### config.mk
export PLATFORM = sky130hd
export DESIGN_NAME = nibble_word_sequencer_flat
export DESIGN_NICKNAME = d
export VERILOG_FILES = /design/src/rtl/nibble_word_sequencer_if.sv /design/src/rtl/nibble_word_sequencer.sv /design/src/flat_wrapper.sv
export SDC_FILE = /design/constraint.sdc
export NUM_CORES = 1
export LEC_CHECK = 0
export ABC_CLOCK_PERIOD_IN_PS = 3100
export BUFFER_PORTS_ARGS = -buffer_cell sky130_fd_sc_hd__buf_2
export CAP_MARGIN = 10
export CORE_ASPECT_RATIO = 1.2
export CORE_MARGIN = 4
export CORE_UTILIZATION = 55
export DETAILED_ROUTE_END_ITERATION = 10
export PLACE_DENSITY = 0.82
export SYNTH_ARGS = -nofsm -noshare
export SYNTH_HDL_FRONTEND = slang
export SYNTH_SLANG_ARGS = --single-unit
### constraint.sdc
create_clock -name clk -period 3.1 [get_ports clk]
set_clock_uncertainty 0.1 [all_clocks]
set_input_delay 0.465 -clock clk [delete_from_list [all_inputs] [get_ports clk]]
set_output_delay 0.465 -clock clk [all_outputs]
set_load 0.05 [all_outputs]
### src/rtl/nibble_word_sequencer_if.sv
// nibble_word_sequencer_if: nibble input, demux select/data and word output handshake bundle.
interface nibble_word_sequencer_if;
    logic [3:0]  inNibble;
    logic        inValid;
    logic        inReady;
    logic [2:0]  outSel;
    logic [31:0] demuxData;
    logic        inClear;
    logic [31:0] outWord;
    logic        outValid;
    logic        outReady;
    logic [3:0]  outCount;
    logic        outTimeout;
    modport master (
        output inNibble, inValid, demuxData, inClear, outReady,
        input  inReady, outSel, outWord, outValid, outCount, outTimeout
    );
    // inNibble is routed straight to the external demux, so the sequencer never sees it.
    modport slave (
        input  inValid, demuxData, inClear, outReady,
        output inReady, outSel, outWord, outValid, outCount, outTimeout
    );
endinterface

### src/rtl/nibble_word_sequencer.sv
// nibble_word_sequencer: steers a 1:8 nibble demux and OR-accumulates its output into 32-bit words.
module nibble_word_sequencer #(
    parameter int TIMEOUT_CYCLES = 64,
    parameter int CNT_W          = 8
) (
    input logic                    clk,
    input logic                    resetn,
    nibble_word_sequencer_if.slave bus
);
    typedef enum logic {COLLECT, FULL} state_t;
    localparam logic [CNT_W-1:0] IDLE_LAST = CNT_W'(TIMEOUT_CYCLES > 0 ? TIMEOUT_CYCLES - 1 : 0);
    state_t            state, state_nx;
    logic [2:0]        count;
    logic [31:0]       acc, word;
    logic [CNT_W-1:0]  idle;
    logic              valid, tmo, accept, expire;
    assign accept = state == COLLECT && bus.inValid && !bus.inClear;
    assign expire = TIMEOUT_CYCLES > 0 && state == COLLECT && count != 3'd0 && !bus.inValid
                    && !bus.inClear && idle == IDLE_LAST;
    // Ready drops with reset asynchronously, since state alone reads COLLECT during reset.
    assign bus.inReady    = resetn && state == COLLECT;
    assign bus.outSel     = count;
    assign bus.outCount   = {1'b0, count};
    assign bus.outWord    = word;
    assign bus.outValid   = valid;
    assign bus.outTimeout = tmo;
    always_ff @(posedge clk or negedge resetn)
        if (!resetn) state <= COLLECT;
        else         state <= state_nx;
    always_comb begin
        state_nx = state;
        state_nx = bus.inClear                           ? COLLECT :
                   accept && count == 3'd7                ? FULL    :
                   state == FULL && bus.outReady          ? COLLECT : state;
    end
    always_ff @(posedge clk or negedge resetn) begin
        if (!resetn) begin
            count <= '0;
            acc   <= '0;
            word  <= '0;
            idle  <= '0;
            valid <= 1'b0;
            tmo   <= 1'b0;
        end else begin
            tmo <= 1'b0;
            if (bus.inClear) begin
                acc   <= '0;
                count <= '0;
                idle  <= '0;
                valid <= 1'b0;
            end else if (accept) begin
                idle <= '0;
                if (count == 3'd7) begin
                    word  <= acc | bus.demuxData;
                    valid <= 1'b1;
                    acc   <= '0;
                    count <= '0;
                end else begin
                    acc   <= acc | bus.demuxData;
                    count <= count + 3'd1;
                end
            end else if (expire) begin
                acc   <= '0;
                count <= '0;
                idle  <= '0;
                tmo   <= 1'b1;
            end else if (state == FULL) begin
                if (bus.outReady) valid <= 1'b0;
            end else if (TIMEOUT_CYCLES > 0 && count != 3'd0) begin
                idle <= idle + CNT_W'(1);
            end
        end
    end
endmodule

### src/flat_wrapper.sv
// flat-port wrapper written by rule: the top's interface ports become plain ports
module nibble_word_sequencer_flat 
#(
    parameter int TIMEOUT_CYCLES = 64,
    parameter int CNT_W          = 8
)
  (clk, resetn, bus_inValid, bus_demuxData, bus_inClear, bus_outReady, bus_inReady, bus_outSel, bus_outWord, bus_outValid, bus_outCount, bus_outTimeout);
  nibble_word_sequencer_if bus_i ();
  input logic clk;
  input logic resetn;
  input wire logic [$bits(bus_i.inValid)-1:0] bus_inValid;
  input wire logic [$bits(bus_i.demuxData)-1:0] bus_demuxData;
  input wire logic [$bits(bus_i.inClear)-1:0] bus_inClear;
  input wire logic [$bits(bus_i.outReady)-1:0] bus_outReady;
  output wire logic [$bits(bus_i.inReady)-1:0] bus_inReady;
  output wire logic [$bits(bus_i.outSel)-1:0] bus_outSel;
  output wire logic [$bits(bus_i.outWord)-1:0] bus_outWord;
  output wire logic [$bits(bus_i.outValid)-1:0] bus_outValid;
  output wire logic [$bits(bus_i.outCount)-1:0] bus_outCount;
  output wire logic [$bits(bus_i.outTimeout)-1:0] bus_outTimeout;
  assign bus_i.inValid = bus_inValid;
  assign bus_i.demuxData = bus_demuxData;
  assign bus_i.inClear = bus_inClear;
  assign bus_i.outReady = bus_outReady;
  assign bus_inReady = bus_i.inReady;
  assign bus_outSel = bus_i.outSel;
  assign bus_outWord = bus_i.outWord;
  assign bus_outValid = bus_i.outValid;
  assign bus_outCount = bus_i.outCount;
  assign bus_outTimeout = bus_i.outTimeout;
  nibble_word_sequencer #(.TIMEOUT_CYCLES(TIMEOUT_CYCLES), .CNT_W(CNT_W)) u_core (.clk(clk), .resetn(resetn), .bus(bus_i));
endmodule
==> impl_metrics.json, run 1 <==
{
  "status": "complete, no violations",
  "synth_edf_count": 0,
  "rsz0062_at_grt": "false",
  "clock_tree.buffer_depth": 2,
  "cpLargestDelayFamily": "compound AO/OA/AOI/OAI gates",
  "place_ws_ps": 712,
  "clockRootBuffer": "clkbuf_8",
  "synth_ff_type": "dfrtp_1",
  "wl_met1_um": 2940,
  "mostFrequentLayoutCell": "dfrtp_1",
  "path_buf_inv": 1,
  "h-tree-depth": 3,
  "yosysWarningCount": 0,
  "yosysSeqAreaShare_pct": 61.1,
  "globalRouteOverflowTotal": 0,
  "clkTransAtPathRegs_ps": 80,
  "p_leak_nw": 1.99,
  "drc": 0,
  "clk_latency_ps": 340,
  "io_pins": 79,
  "clock_sinks": 78,
  "slew_headroom_pct": 56.3,
  "rr_worst_depth": 6,
  "ys_types": 36,
  "drv_slew": 0,
  "worst-path-stages": 6,
  "drt-total-wl_um": 6790,
  "end_kind": "flop",
  "dr.pass1.iters": 4,
  "die_w_um": 77.6,
  "antenna_found_initial": 0,
  "final_cell_mix": "dfrtp_1, buf_2, nor2_1",
  "hold_path_class": "input port to asynchronous set/reset pin",
  "fp.dieArea_mm2": 0.00710,
  "irDropWorstVdd_uv": 374,
  "die_h_um": 91.5,
  "postCtsSetupRepairBufs": 0,
  "vias": 2397,
  "finalCritPeriodShare_pct": 77.2,
  "p_per_area_mw_per_mm2": 521,
  "tightest_slew_ps": 656,
  "drive_gt1_share_pct": 28.2,
  "synth_area_mm2": 0.00320,
  "fmax_ghz": 0.418,
  "synth_fp_nets": 332,
  "met2_wirelength_um": 3360,
  "criticalPathCategory": "flop to flop",
  "ant_nets": 0,
  "start_util_pct": 56.8,
  "cts_tree": "built",
  "grt_pass1_vias": 2360,
  "track_usage_pct": 20.4,
  "routedWlPerCell_um": 15.7,
  "setup_slack_ps": 708,
  "fin_tns_setup_ps": 0,
  "worstPathArrival_ps": 2530,
  "cp_slowest_stage_delay_ps": 640,
  "r2r_end": "u_core.acc[7]",
  "hold_viol_final": 0,
  "dp_hpwl_um": 4660,
  "vias_per_cell": 5.54,
  "synth_cells": 291,
  "grt_max_degree": 53,
  "worst_setup_path_start_kind": "flop",
  "maxCapViolCount": 0,
  "endpoint": "u_core.acc[7]",
  "post_synth.cell_area_avg_um2": 11.0,
  "port_buffers": 77,
  "top_layer_used": "met4",
  "finalSetupViolations": 0,
  "cp.required_ps": 3230,
  "r2r_slack_ps": 710,
  "holdBufCountCts": 0,
  "coreArea_mm2": 0.00563,
  "critical_path.max_fanout": 17,
  "final_nets": 405,
  "period_minus_slack_ps": 2390,
  "crit_slowest_cell": "o41a_1",
  "synthToLayoutAreaGrowth_pct": 18.5,
  "wl_met3_um": 313,
  "ys_async_sr_fraction_pct": 100,
  "grt_pass1_wl_um": 11200,
  "drt_iter0_drc": 187,
  "rr_startpoint": "u_core.idle[1]",
  "cts.repair.resized": 0,
  "place_congestion": 0.869,
  "diodes": 0,
  "ys_seq_elements": 78,
  "crit_start": "u_core.idle[1]",
  "cts-buffers-inserted": 9,
  "rows": 30,
  "crit_chain": "ha_1 > and4_4 > nand3_4 > o41a_1 > buf_4 > a22o_1"
}
metrics by stage:
stage	utilization [%]	total power (W)	hold slack [ps]	cells	cell area [um^2]
after floorplan	-	0.00121	69.4	291	3200
after global placement	64.0	0.00129	363	417	3600
after detailed placement	64.0	0.00129	390	417	3600
after CTS	67.3	0.00200	108	433	3790
after global routing	67.3	0.00207	137	433	3790
final	67.3	0.00197	108	433	3790
state kept, by name (all words and copies together) (netlist names):
name,cells
u_core.acc,32
u_core.idle,8
u_core.bus.outValid,1
u_core.state,1
u_core.bus.outSel,3
u_core.bus.outWord,32
u_core.bus.outTimeout,1
worst min-delay path by stage:
stage,startpoint,to,cells after the start
floorplan,resetn,u_core.acc[0],0
detailed placement,u_core.idle[7],u_core.idle[7],1
global placement,u_core.idle[7],u_core.idle[7],1
finish,resetn,u_core.bus.outWord[25],2
CTS,resetn,u_core.bus.outWord[7],2
global route,resetn,u_core.acc[1],2
routing by layer:
layer,vias to the layer above,global-route usage [%]
met5,-,0
met4,0,11.6
met3,12,4.56
met2,69,32.5
met1,1143,25.6
li1,1173,-
cells by family after synthesis:
family	after synthesis	synth area share, %
and+or+nand+nor	96	13.7
AOI/OAI and AO/OA	88	19.2
DFF	78	61.1
buffers and inverters	23	3.99
adders and majority gates	4	1.57
muxes	1	0.352
other	1	0.117
area by class of cell:
class,instances,area [um^2]
clock inverter,3,17.5
fill,454,1840
inverter,3,11.3
tap,64,80.1
timing repair buffer,82,438
clock buffer,13,169
sequential,78,1950
multi-input combinational,190,1120
power breakdown:
part | internal (W) | leakage [nW] | total [W] | switching (W)
registers | 0.00106 | 1.06 | 0.00108 | 0.0000253
logic | 0.0000693 | 0.835 | 0.000189 | 0.000120
clock network | 0.000354 | 0.0954 | 0.000704 | 0.000350
total | 0.00148 | 1.99 | 0.00197 | 0.000495
synth_stat cells (4+ instances only):
master    number  area share (%)
dfrtp_1       78              61
nor2_1        68             8.0
a22o_1        35             9.6
a21oi_1       34             5.3
clkbuf_1       7            0.82
o21ai_0        6            0.94
nand2_1        5            0.59
nor2b_1        5            0.98
and2_1         4            0.78
buf_4          4            0.94
ha_1           4             1.6
o31ai_1        4            0.94
Power figures use the tool's default switching activity.
==> run 2, diff against run 1 <==
- ABC_CLOCK_PERIOD_IN_PS: 3100 -> 1950
- CORE_UTILIZATION: 55 -> 47
- PLACE_DENSITY: 0.82 -> 0.75
- clock period: 3.1 -> 1.95 ns (I/O delays scaled with it)
==> run 2 against run 1 <==
Compared with the run above:
- setup slack got worse by 640 ps
- die area increased by 15%
- register-to-register slack got worse by 640 ps
- wire length up 0.53%
- flip-flop and latch count is the same
- cell area grew 3.2%
- total power up 57%
- clock power increased by 53%
==> impl_metrics.json, run 2 (synthesized netlist as in run 1, its figures left out) <==
{
  "rows": 32,
  "power_w": 0.00311,
  "dr.pass1.iters": 4,
  "fill_cells": 579,
  "hold_viol_final": 0,
  "place_congestion": 0.873,
  "drt-total-wl_um": 6820,
  "maxCapViolCount": 0,
  "hold_path_class": "input port to flop",
  "diodes": 0,
  "slew_headroom_pct": 35.9,
  "grt_pass1_vias": 2484,
  "cts_tree": "built",
  "p_leak_nw": 2.04,
  "gr-max-usage-layer": "met2",
  "h-tree-depth": 3,
  "clkTransAtPathRegs_ps": 80,
  "end_kind": "flop",
  "comb_power_share_pct": 10.1,
  "track_usage_pct": 18.1,
  "final_nets": 411,
  "rsz0062_at_grt": "false",
  "antenna_found_initial": 0,
  "period_minus_slack_ps": 1880,
  "postLayoutCoreUtil_pct": 59.9,
  "finalSetupViolations": 0,
  "fin_tns_setup_ps": 0,
  "drc": 0,
  "die_h_um": 98.3,
  "grt_max_degree": 79,
  "status": "complete, no violations",
  "start_util_pct": 49.0,
  "met3_usage_pct": 4.14,
  "multiInputGateArea_mm2": 0.00114,
  "power.net_switching_w": 0.000815,
  "cp.required_ps": 2070,
  "finalCritPeriodShare_pct": 96.4,
  "routedWlPerCell_um": 14.8,
  "crit_slowest_cell": "dfrtp_1",
  "ant_nets": 0,
  "clock_tree.buffer_depth": 2,
  "clk_latency_ps": 340,
  "worst_setup_path_start_kind": "flop",
  "globalRouteOverflowTotal": 0,
  "clock_sinks": 78,
  "grt_pass1_wl_um": 12200,
  "die_w_um": 83.3,
  "coreArea_mm2": 0.00653,
  "drv_slew": 0,
  "netSwitchingFraction_pct": 26.2,
  "critical_path.max_fanout": 4,
  "final_cell_mix": "buf_2, dfrtp_1, nor2_1",
  "fp.dieArea_mm2": 0.00819,
  "irDropWorstVdd_uv": 527,
  "clockRootBuffer": "clkbuf_8",
  "p_per_area_mw_per_mm2": 795,
  "vias_per_cell": 5.25,
  "drive_gt1_share_pct": 31.7,
  "fmax_ghz": 0.532,
  "gr-usage-met2_pct": 27.1,
  "dp_hpwl_um": 4650,
  "cp_slowest_stage_delay_ps": 360,
  "internal_power_w": 0.00229,
  "io_pins": 79,
  "port_buffers": 77,
  "seqCellArea_mm2": 0.00195,
  "postCtsSetupRepairBufs": 0,
  "synthToLayoutAreaGrowth_pct": 22.3,
  "vias": 2413,
  "drt_iter0_drc": 146,
  "met1_usage_pct": 25.8,
  "worstPathArrival_ps": 2000,
  "cts-buffers-inserted": 9,
  "pwr-share-seq_pct": 55.3,
  "holdBufCountCts": 0,
  "tightest_slew_ps": 962,
  "criticalPathCategory": "flop to flop",
  "crit_chain": "ha_1 > and4_4 > nand3_4 > buf_4 > o31a_1 > a311o_1",
  "clock_power_share_pct": 34.6
}
## run 2: cell count changes in the layout (fill, tap and decap cells not counted), sizes merged
cell and change:
buf +6, clkbuf -3, clkinv +2, inv +1
## run 2: worst max-delay path: cells and delay by family (launching register included)
| family | cells | cell delay (ps) |
|---|---|---|
| buffers and inverters | 1 | 170 |
| flip-flops | 1 | 360 |
| AND/OR/NAND/NOR | 2 | 310 |
| AO/OA/AOI/OAI | 2 | 650 |
| adder cells (fa/ha/maj) | 1 | 180 |
## run 2: repair_timing
| action | 4_1_cts | 5_1_grt |
|---|---|---|
| setup endpoints to repair | 0 | 30 |
| hold endpoints to repair | 0 | 0 |
| resized for setup | 0 | 1 |
## run 2: final cells by class
type,instances,area share [%]
Sequential cell,78,50.0
Multi-Input combinational cell,190,29.2
Timing Repair Buffer,88,13.3
Clock buffer,10,3.52
Tap cell,85,2.72
Clock inverter,6,0.928
Inverter,3,0.288
## run 2: worst paths after layout
kind / from / end / slack (ps) / cells after the start
min in group asynchronous: resetn / u_core.idle[1] / 100 / 2
min reg2reg: u_core.idle[7] / u_core.idle[7] / 390 / 1
max: u_core.idle[0] / u_core.idle[5] / 70 / 6
min: bus_outReady / u_core.state / 50 / 2
max in group asynchronous: resetn / u_core.bus.outSel[1] / 1000 / 2
max reg2reg: u_core.idle[0] / u_core.idle[5] / 70 / 6
## run 2: per-stage QoR
step | hold slack [ps] | cell area [um^2] | cells | setup WS (ps)
final | 48.0 | 3910 | 460 | 70.7
after global routing | 54.1 | 3910 | 460 | 14.4
after CTS | 30.1 | 3910 | 460 | 67.7
after detailed placement | 377 | 3730 | 444 | 65.4
after global placement | 367 | 3730 | 444 | 107
after floorplan | -103 | 3220 | 291 | -8.22
## run 2: power by group through the flow
stage               registers [W]  clock network, W  logic [W]
floorplan                 0.00177                 0   0.000163
global placement          0.00175                 0   0.000311
detailed placement        0.00175                 0   0.000320
CTS                       0.00172           0.00111   0.000318
global route              0.00173           0.00119   0.000349
finish                    0.00172           0.00108   0.000313
## run 2: metal layers
metal  routed length, um  up-vias
met1                3210     1175
met3                 333        6
met5                   0        -
met4                  80        0
met2                3200       60
li1                    -     1172
